<file path="src/rtl/nco_clk_meter.sv">
// nco_clk_meter: rate/phase meter for the NCO bank outputs.
// For one selected channel and source it counts rising edges over a gate window
// of gate_len clk cycles and records the gate cycle of the first rising edge.
// Ports:
//   clk, rst          clock, asynchronous active-high reset
//   start             1-cycle request, accepted only when idle
//   ch_sel, src_sel   channel / source (0 = code clock, 1 = carrier), latched at start
//   gate_len          gate window length in cycles, latched at start
//   sig_1023k         NCO code-clock outputs (asynchronous)
//   sig_carrier       NCO carrier outputs (asynchronous)
//   busy              high while a measurement is in progress (ARM, GATE, DONE)
//   done              1-cycle pulse when results are updated
//   edge_cnt          saturating count of rising edges in the gate
//   first_edge        0-based gate cycle of the first rising edge (all ones if none)
//   no_edge           flags an empty measurement (zero edges counted)
//   overflow          edge_cnt saturated
module nco_clk_meter #(
  parameter int unsigned NUM_CH      = 8,
  parameter int unsigned GATE_W      = 28,
  parameter int unsigned CNT_W       = 28,
  parameter int unsigned SYNC_STAGES = 2
) (
  input  logic              clk,
  input  logic              rst,
  input  logic              start,
  input  logic [2:0]        ch_sel,
  input  logic              src_sel,
  input  logic [GATE_W-1:0] gate_len,
  input  logic [NUM_CH-1:0] sig_1023k,
  input  logic [NUM_CH-1:0] sig_carrier,
  output logic              busy,
  output logic              done,
  output logic [CNT_W-1:0]  edge_cnt,
  output logic [GATE_W-1:0] first_edge,
  output logic              no_edge,
  output logic              overflow
);

  localparam int unsigned IN_W = 2 * NUM_CH;

  typedef enum logic [1:0] {S_IDLE, S_ARM, S_GATE, S_DONE} state_t;

  state_t                               state_q, state_d;
  logic [SYNC_STAGES-1:0][IN_W-1:0]     sync_q;
  logic [IN_W-1:0]                      synced;
  logic [NUM_CH-1:0]                    src_vec_c, ch_mask_c;
  logic                                 sel_c, rise_c;

  logic [2:0]        ch_q, ch_d;
  logic              src_q, src_d;
  logic [GATE_W-1:0] len_q, len_d;
  logic              prev_q, prev_d;
  logic [GATE_W-1:0] gcnt_q, gcnt_d;
  logic [CNT_W-1:0]  wcnt_q, wcnt_d;
  logic [GATE_W-1:0] wfirst_q, wfirst_d;
  logic              wseen_q, wseen_d;
  logic              wovf_q, wovf_d;

  logic              busy_d, done_d, no_edge_d, overflow_d;
  logic [CNT_W-1:0]  edge_cnt_d;
  logic [GATE_W-1:0] first_edge_d;

  // Input synchronizers for every channel bit; selection happens downstream.
  always_ff @(posedge clk or posedge rst) begin
    if (rst) sync_q <= '0;
    else     sync_q <= {sync_q[SYNC_STAGES-2:0], {sig_carrier, sig_1023k}};
  end

  assign synced = sync_q[SYNC_STAGES-1];

  // Channel select as a one-hot mask; out-of-range channels read as constant 0.
  always_comb begin
    src_vec_c = src_q ? synced[IN_W-1:NUM_CH] : synced[NUM_CH-1:0];
    ch_mask_c = (32'(ch_q) < NUM_CH) ? (NUM_CH'(1) << ch_q) : '0;
    sel_c     = |(src_vec_c & ch_mask_c);
    rise_c    = sel_c & ~prev_q;
  end

  // Next-state, working counters and result capture.
  always_comb begin
    state_d      = state_q;
    ch_d         = ch_q;
    src_d        = src_q;
    len_d        = len_q;
    prev_d       = prev_q;
    gcnt_d       = gcnt_q;
    wcnt_d       = wcnt_q;
    wfirst_d     = wfirst_q;
    wseen_d      = wseen_q;
    wovf_d       = wovf_q;
    done_d       = 1'b0;
    edge_cnt_d   = edge_cnt;
    first_edge_d = first_edge;
    no_edge_d    = no_edge;
    overflow_d   = overflow;

    unique case (state_q)
      S_IDLE: begin
        if (start) begin
          ch_d    = ch_sel;
          src_d   = src_sel;
          len_d   = gate_len;
          state_d = S_ARM;
        end
      end
      S_ARM: begin
        // Preload prev with the new channel so a channel switch is not an edge.
        prev_d   = sel_c;
        gcnt_d   = '0;
        wcnt_d   = '0;
        wfirst_d = '0;
        wseen_d  = 1'b0;
        wovf_d   = 1'b0;
        state_d  = (len_q == '0) ? S_DONE : S_GATE;
      end
      S_GATE: begin
        prev_d = sel_c;
        if (rise_c) begin
          if (!wseen_q) begin
            wfirst_d = gcnt_q;
            wseen_d  = 1'b1;
          end
          if (wcnt_q == {CNT_W{1'b1}}) wovf_d = 1'b1;
          else                         wcnt_d = wcnt_q + CNT_W'(1);
        end
        gcnt_d = gcnt_q + GATE_W'(1);
        if (gcnt_q == len_q - GATE_W'(1)) state_d = S_DONE;
      end
      S_DONE: begin
        state_d = S_IDLE;
      end
      default: begin
        state_d = S_IDLE;
      end
    endcase

    // Results land in the output registers on entry to DONE.
    if (state_d == S_DONE) begin
      done_d       = 1'b1;
      edge_cnt_d   = wcnt_d;
      no_edge_d    = ~wseen_d;
      first_edge_d = wseen_d ? wfirst_d : {GATE_W{1'b1}};
      overflow_d   = wovf_d;
    end

    busy_d = (state_d != S_IDLE);
  end

  // State, configuration, working and output registers.
  always_ff @(posedge clk or posedge rst) begin
    if (rst) begin
      state_q    <= S_IDLE;
      ch_q       <= '0;
      src_q      <= 1'b0;
      len_q      <= '0;
      prev_q     <= 1'b0;
      gcnt_q     <= '0;
      wcnt_q     <= '0;
      wfirst_q   <= '0;
      wseen_q    <= 1'b0;
      wovf_q     <= 1'b0;
      busy       <= 1'b0;
      done       <= 1'b0;
      edge_cnt   <= '0;
      first_edge <= '0;
      no_edge    <= 1'b0;
      overflow   <= 1'b0;
    end else begin
      state_q    <= state_d;
      ch_q       <= ch_d;
      src_q      <= src_d;
      len_q      <= len_d;
      prev_q     <= prev_d;
      gcnt_q     <= gcnt_d;
      wcnt_q     <= wcnt_d;
      wfirst_q   <= wfirst_d;
      wseen_q    <= wseen_d;
      wovf_q     <= wovf_d;
      busy       <= busy_d;
      done       <= done_d;
      edge_cnt   <= edge_cnt_d;
      first_edge <= first_edge_d;
      no_edge    <= no_edge_d;
      overflow   <= overflow_d;
    end
  end

endmodule

</file>
<file path="config.mk">
export PLATFORM = sky130hd
export DESIGN_NAME = nco_clk_meter
export DESIGN_NICKNAME = d
export VERILOG_FILES = /design/src/rtl/nco_clk_meter.sv
export SDC_FILE = /design/constraint.sdc
export NUM_CORES = 1
export LEC_CHECK = 0
export BUFFER_PORTS_ARGS = -buffer_cell sky130_fd_sc_hd__buf_2
export CAP_MARGIN = 5
export CORE_MARGIN = 8
export CORE_UTILIZATION = 60
export CTS_CLUSTER_DIAMETER = 100
export CTS_CLUSTER_SIZE = 25
export DETAILED_ROUTE_END_ITERATION = 16
export PLACE_DENSITY_LB_ADDON = 0.15
export SLEW_MARGIN = 20
export SYNTH_ARGS = -nofsm -noshare
export SYNTH_HDL_FRONTEND = slang
export SYNTH_SLANG_ARGS = --single-unit
</file>
<file path="constraint.sdc">
create_clock -name clk -period 17.4 [get_ports clk]
set_input_delay 0.87 -clock clk [delete_from_list [all_inputs] [get_ports clk]]
set_output_delay 0.87 -clock clk [all_outputs]
set_load 0.02 [all_outputs]
</file>
Word level (Yosys, flattened, before mapping)
Cells that the tools add are included.

Register bits after elaboration: 213. Input bits: 51. Output and inout bits: 60. Logic and storage cells: 58.

$add $sub $neg: 3. Equal/unequal tests: 6. Shifts and indexed selects: 1. Multiplexer cells: 19. Bitwise gates (word level): 4. Reductions and logical operators: 7.

Operators with widths (number): one-hot mux 28 bit (2 select lines) (3); two-way mux 28 bit (5); adder 28 x 1 -> 28 bit, second input constant (2); == test 28 bit (1); == test 28 bit, second input constant (1); zero test 28 bit (1); subtractor 28 x 1 -> 28 bit, second input constant (1); bitwise AND 8 bit (1); two-way mux 8 bit (1); one-hot mux 2 bit (4 select lines) (1); OR reduction 8 bit (1); << shifter 1 x 3 -> 8 bit, first input constant (1); == test 2 bit, second input constant (3); two-way mux 1 bit (5); two-way mux 2 bit (2); one-hot mux 1 bit (2 select lines) (2); nonzero test 2 bit (2); == test 2 x 1 -> 1 bit, second input constant (1); zero test 2 bit (1); NOT 1 bit (2); AND reduction 2 bit (1); OR reduction 2 bit (1); bitwise AND 1 bit (1).

Logic depth before layout (Yosys ltp)
Gate-level depths: netlist (run 1).

Word-level depth: 7. Gate-level depth with buffers: 12. Depth with buffers taken out: 10.

Worst setup path after synthesis (run 1)
No wires, ideal clock.

Path type: register to register. Start point: register len_q[13]. End point: register first_edge[10]. Data arrival time: 3267 ps. Path slack: 14005 ps. Stages on the path, launching flop included: 12. Path buffers: 3. Clock period less this slack: 3395 ps. Cells stage by stage: dfrtp_1 > or4_1 > clkbuf_1 > or4_4 > nor4_4 > xor2_1 > o31ai_1 > o2111ai_1 > a21oi_2 > buf_6 > buf_6 > mux2_1.

Longest elaborated chain between the ends: 5. Elaborated cells on any way between the ends: 7.

Ends and longest elaborated chain: start, declared (RTL line 51) `logic [GATE_W-1:0] len_q, len_d;`; start signal, assigned (RTL line 172) `len_q <= len_d;`; subtractor 28 x 1 -> 28 bit (RTL line 127) `if (gcnt_q == len_q - GATE_W'(1)) state_d = S_DONE;`; == test 28 bit (RTL line 127); two-way mux 2 bit (RTL line 127); one-hot mux 2 bit (4 select lines) * (RTL line 97) `unique case (state_q)`; == test 2 bit * (RTL line 138) `if (state_d == S_DONE) begin`; end signal, assigned (RTL line 182) `first_edge <= first_edge_d;`; end, declared (RTL line 34) `output logic [GATE_W-1:0] first_edge,`.

Mark *: on every way between the ends. The rest lies on a longest branch, timed or not. A chain may end at the register's enable or synchronous reset.

Worst setup path in the final report (run 1)
Start point: register len_q[0]. End point: register first_edge[17].

Same word-level chain as after synthesis.

==> flow_summary.ini, run 1 <==
[status]
status = finished, final reports clean

[floorplan]
ios = 111
die_y_um = 145
design.die.area_um2 = 21100
num_rows = 47
die_w_um = 145
start_util_pct = 60.9
design.core.area_um2 = 16500

[grt]
grt_max_degree = 146
antenna_found_initial = 0
overflow = 0
track_usage_pct = 20.0
grt_first_pass_wirelength_mm = 36.0
grt_pass1_vias = 7331

[pwr]
power_density_nw_per_um2 = 143
total_leakage_power_nw = 4.98
max-vdd-ir-drop_mv = 0.110

[sta]
slew_headroom_pct = 36.3
hold_ws_ns = 0.337
setup_slack_ns = 13.17
timing.final.crit_period_ns = 4.23
setup_viol = 0
fmax_ghz = 0.236
hold_viol = 0
setup_tns_ns = 0
maxSlewViolCount = 0
tightest_slew_ns = 0.952
finClkSkew_ns = 0.0179
rsz0062_at_grt = no
finalCritPeriodShare_pct = 24.3

[clock_tree]
numCtsBuffers = 12
clkTransAtPathRegs_ns = 0.10
cts_hold_buf = 0
cts_root_buffer = clkbuf_16
htreeDepth = 1
clock_path_buffers = 3
cts_setup_buffers = 0
cts_tree = yes
cts_num_sinks = 213
post_cts_resize_count = 0
worstSkewPairLatency_ns = 0.47

[placed_design]
port_buffers = 110
dp_hpwl_mm = 14.7
pre_cts_slack_ns = 13.22
gp_congestion = 0.838
dpl.cell_count = 1221
placed_cell_area_um2 = 10700

[logic_synthesis]
synth_flop_cell = dfrtp_1
syn_nets = 990
ys_ff_latch = 213
yosys.area_share.simple_pct = 18.9
synth_xor_area_share_pct = 5.68
synth_area_leader_cell = dfrtp_1
synth_edf_count = 0
synth_warnings = 0
ys_seq_area_share_pct = 53.2
syn_area_um2 = 10000
ys_types = 57
postSynthCellCount = 932
yosysTopAreaCellShare_pct = 53.2
async_flop_share_pct = 100
synthTopCellsByArea = dfrtp_1, mux2_2, xor2_1, nand3_1, xnor2_1
synth_most_common_cell = dfrtp_1
synth_compound_area_share_pct = 6.58
syn_area_per_cell_um2 = 10.8
muxShareOfSynthArea_pct = 11.6
synth_fa_ha_area_share_pct = 0.874
yosys-top-cells-count = dfrtp_1, mux2_2, nor2_1
synth_top_family_by_area = simple AND/OR/NAND/NOR gates

[setup_path]
start_kind = flop
end_kind = flop
path_class = flop to flop
cp_data_arrival_time_ns = 4.59
reg2reg_depth = 11
path_max_fanout = 59
crit_required_ns = 17.76

[detailed_routing]
drc = 0
ant_nets = 0
drt_iter0_markers = 442
wl_mm = 21.1
via_count = 7088
wl_per_cell_um = 17.1
first_pass_iters = 5
vias_per_cell = 5.74

[worst_hold_path]
hold_class = flop to flop
hold_depth = 0

[layout]
layout-drive-gt1-share_pct = 22.6
diodes = 0
num-nets-final = 1073
area_growth_pct = 10.3
final_cells = 1235
stdcell_area_um2 = 11100
fillers = 1292

[flow_run]
drv_cap = 0
-- metrics by stage --
step                      util, %  power, mW
after global routing         67.2       1.68
after floorplan                 -       1.14
final                        67.2       1.58
after detailed placement     65.1       1.30
after CTS                    67.2       1.59
after global placement       65.1       1.29
-- cell families (layout without fill, tap and decap cells) --
logic type                 Yosys count  count (layout)
and+or+nand+nor                    360             360
DFF                                213             213
xor gates and xnor gates            65              65
muxes                              100             100
buffers and inverters               79             162
adders and majority gates            7               7
AOI/OAI and AO/OA                  108             108
-- layer usage --
metal	wire [um]	share of wire [%]	vias to the layer above	global-route usage, %
met5	0	0	-	0
met2	10500	50	156	34.4
li1	-	-	3428	-
met3	837	4.0	29	3.14
met4	396	1.9	0	5.57
met1	9350	44	3475	25.9
-- cell type report --
class	instances	area (um^2)	area share, %
sequential	213	5330	48.2
multi-input combinational	640	4390	39.7
timing repair buffer	117	603	5.45
clock buffer	13	325	2.94
tap	220	275	2.49
inverter	31	124	1.12
clock inverter	1	16.3	0.147
-- worst paths after layout --
path	slack, ns	startpoint	to
max	13.17	len_q[0]	first_edge[17]
min	0.34	sync_q[15]	synced[15]
max reg2reg	13.17	len_q[0]	first_edge[17]
min reg2reg	0.34	sync_q[15]	synced[15]
max in group asynchronous	15.33	rst	first_edge[16]
min in group asynchronous	0.62	rst	edge_cnt[25]
-- registers in the layout, indices dropped and copies added (netlist names) --
register	count
wcnt_q	28
prev_q	1
done	1
state_q	2
gcnt_q	28
src_q	1
edge_cnt	28
len_q	28
overflow	1
first_edge	28
ch_q	3
synced	16
wseen_q	1
no_edge	1
busy	1
sync_q	16
wovf_q	1
wfirst_q	28
-- power breakdown --
part / internal, mW / leakage (nW) / total, mW / switching [mW]
clock network: 0.136 / 0.167 / 0.290 / 0.155
logic: 0.258 / 2.12 / 0.632 / 0.374
registers: 0.571 / 2.70 / 0.655 / 0.0845
total: 0.964 / 4.98 / 1.58 / 0.613
-- layout by cell type, fill, tap and decap left out, types with 8 or more instances in the layout --
cell	instances
nor3_1	30
nand2_1	60
and3_1	30
nor2b_1	8
xnor2_1	32
clkbuf_16	13
nor2_1	69
dfrtp_1	213
buf_2	110
mux2i_1	10
mux2_2	82
nand4_1	18
o21ai_0	27
or3_1	14
a21oi_1	20
nand2b_1	32
a31oi_1	37
nand3_1	57
inv_1	30
xor2_1	33
-- worst max-delay path: stages, from the launching register on --
cell and delay [ns]:
dfrtp_1 0.45, inv_1 0.08, ha_1 0.20, nor4b_1 0.70, nand4_1 0.41, nor4_2 0.33
xnor2_1 0.09, nor4_1 0.31, o2111ai_1 0.25, a21oi_4 0.18, buf_4 0.66, mux2_2 0.42
(Power assumes the default switching activity.)
==> run 2, diff against run 1 <==
--- a/config.mk
+++ b/config.mk
@@ -8,7 +8,7 @@
 export BUFFER_PORTS_ARGS = -buffer_cell sky130_fd_sc_hd__buf_2
 export CAP_MARGIN = 5
 export CORE_MARGIN = 8
-export CORE_UTILIZATION = 60
+export CORE_UTILIZATION = 59
 export CTS_CLUSTER_DIAMETER = 100
 export CTS_CLUSTER_SIZE = 25
 export DETAILED_ROUTE_END_ITERATION = 16
==> constraint.sdc (replaced) <==
create_clock -name clk -period 4.1 [get_ports clk]
set_input_delay 0.205 -clock clk [delete_from_list [all_inputs] [get_ports clk]]
set_output_delay 0.205 -clock clk [all_outputs]
set_load 0.02 [all_outputs]
==> run 2 against run 1 <==
Clock power grew to 4.5 times the previous value. Clock skew is 0.0062 ns higher. Via count is 3.6% higher. Sequential share of layout area is 2.4 points lower. Highest routed layer unchanged.
==> flow_summary.ini, run 2 (synthesis results as in run 1) <==
[placed_design]
placed_cell_area_um2 = 10800
dp_hpwl_mm = 15.0
gp_congestion = 0.863
pre_cts_slack_ns = 0.265
port_buffers = 110

[floorplan]
die_y_um = 146
ios = 111
die_w_um = 146
design.die.area_um2 = 21400
start_util_pct = 60.4
design.core.area_um2 = 16600
num_rows = 47

[setup_path]
rrSetupSlack_ns = 0.38
cp_slowest_cell = or4b_2
slowest_delay_ns = 0.65
end_kind = flop
r2r_end = edge_cnt[23]
crit_family = simple AND/OR/NAND/NOR gates
path_max_fanout = 59
crit_required_ns = 4.46
timing.rr.start = len_q[0]
timing.critical_path.buf_inv = 2
cp_data_arrival_time_ns = 4.07
path_class = flop to flop
reg2reg_depth = 11
path_cells = inv_1 -> ha_1 -> or4b_2 -> o41ai_1 -> and4b_1 -> a211oi_1 -> nor4_1 -> o2111ai_1 -> a21oi_4 -> buf_12 -> mux2_2
start_kind = flop
critical_path_depth = 11

[sta]
setup_tns_ns = 0
setup_slack_ns = 0.383
slew_headroom_pct = 30.9
tightest_slew_ns = 1.03
finClkSkew_ns = 0.0242
fmax_ghz = 0.269
rsz0062_at_grt = no
finalCritPeriodShare_pct = 90.7
timing.final.crit_period_ns = 3.72
maxSlewViolCount = 0
setup_viol = 0
hold_viol = 0

[grt]
track_usage_pct = 21.0
overflow = 0
grt_first_pass_wirelength_mm = 37.8
antenna_found_initial = 0
grt_max_degree = 94
grt_pass1_vias = 7640

[layout]
area_growth_pct = 16.0
layout_common_cells = dfrtp_1, buf_2, mux2_2
diodes = 0
stdcell_area_um2 = 11600
final_util_pct = 70.1
fillers = 1259
layout_commonest_cell = dfrtp_1
seqCellArea_um2 = 5330
multi_input_area_um2 = 4390
num-nets-final = 1126
layout-drive-gt1-share_pct = 22.0

[pwr]
power_mw = 6.87
total_leakage_power_nw = 5.22
max-vdd-ir-drop_mv = 0.406
power_density_nw_per_um2 = 591

[worst_hold_path]
hold_depth = 3
min-delay-start = start
hold_class = primary input to flop
min_to = state_q[0]

[detailed_routing]
via_count = 7341
drc = 0
drt_iter0_markers = 437
ant_nets = 0
wl_per_cell_um = 17.2
wl_mm = 22.2
vias_per_cell = 5.70
first_pass_iters = 5

[clock_tree]
numCtsBuffers = 12
clkTransAtPathRegs_ns = 0.10
clock_path_buffers = 3
cts_num_sinks = 213
worstSkewPairLatency_ns = 0.48
cts_root_buffer = clkbuf_16
htreeDepth = 1
cts_tree = yes
cts_setup_buffers = 0

[flow_run]
drv_cap = 0

[status]
status = finished, final reports clean
run 2: what timing repair did:
action,4_1_cts,5_1_grt
endpoints found under the setup margin,0,58
hold endpoints to repair,82,0
resized for setup,0,1
hold buffers,49,0
run 2: final cells by class:
| cell class | count | area share (%) |
|---|---|---|
| Sequential cell | 213 | 45.8 |
| Tap cell | 220 | 2.37 |
| Inverter | 31 | 1.03 |
| Clock buffer | 13 | 2.80 |
| Clock inverter | 2 | 0.334 |
| Multi-Input combinational cell | 640 | 37.8 |
| Timing Repair Buffer | 170 | 9.88 |
run 2: metrics by stage:
stage / std cells / hold WS [ns]
2_1_floorplan: 932 / 0.236
3_3_place_gp: 1225 / 0.312
3_5_place_dp: 1225 / 0.314
4_1_cts: 1289 / 0.0153
5_1_grt: 1289 / 0.0235
6_report: 1289 / 0.0214
run 2: worst max-delay path by stage:
| stage | startpoint | to | slack (ns) |
|---|---|---|---|
| finish | len_q[0] | edge_cnt[23] | 0.38 |
| global route | len_q[0] | edge_cnt[23] | 0.11 |
| CTS | len_q[0] | edge_cnt[23] | 0.23 |
| detailed placement | len_q[0] | edge_cnt[3] | 0.27 |
| global placement | len_q[0] | edge_cnt[6] | 0.36 |
| floorplan | len_q[13] | first_edge[10] | 0.71 |
run 2: report_power, final:
| part | leakage, nW | total (mW) | internal (mW) | switching, mW |
|---|---|---|---|---|
| Clock | 0.179 | 1.31 | 0.638 | 0.672 |
| Combinational | 2.35 | 2.77 | 1.15 | 1.62 |
| Sequential | 2.70 | 2.80 | 2.42 | 0.373 |
| Total | 5.22 | 6.87 | 4.21 | 2.66 |
run 2: metal layers:
metal  wire, um  vias up  global-route usage (%)  share of wire [%]
met5          0        -                       0                  0
met4        330        0                    5.00                1.5
met3        928       23                    3.24                4.2
met2      11300      157                    37.3                 51
met1       9560     3602                    26.5                 43
li1           -     3559                       -                  -
run 2: tightest hold or removal path: stages:
cell and delay [ns]:
buf_2 0.09, nor3b_1 0.07, nor2_1 0.10
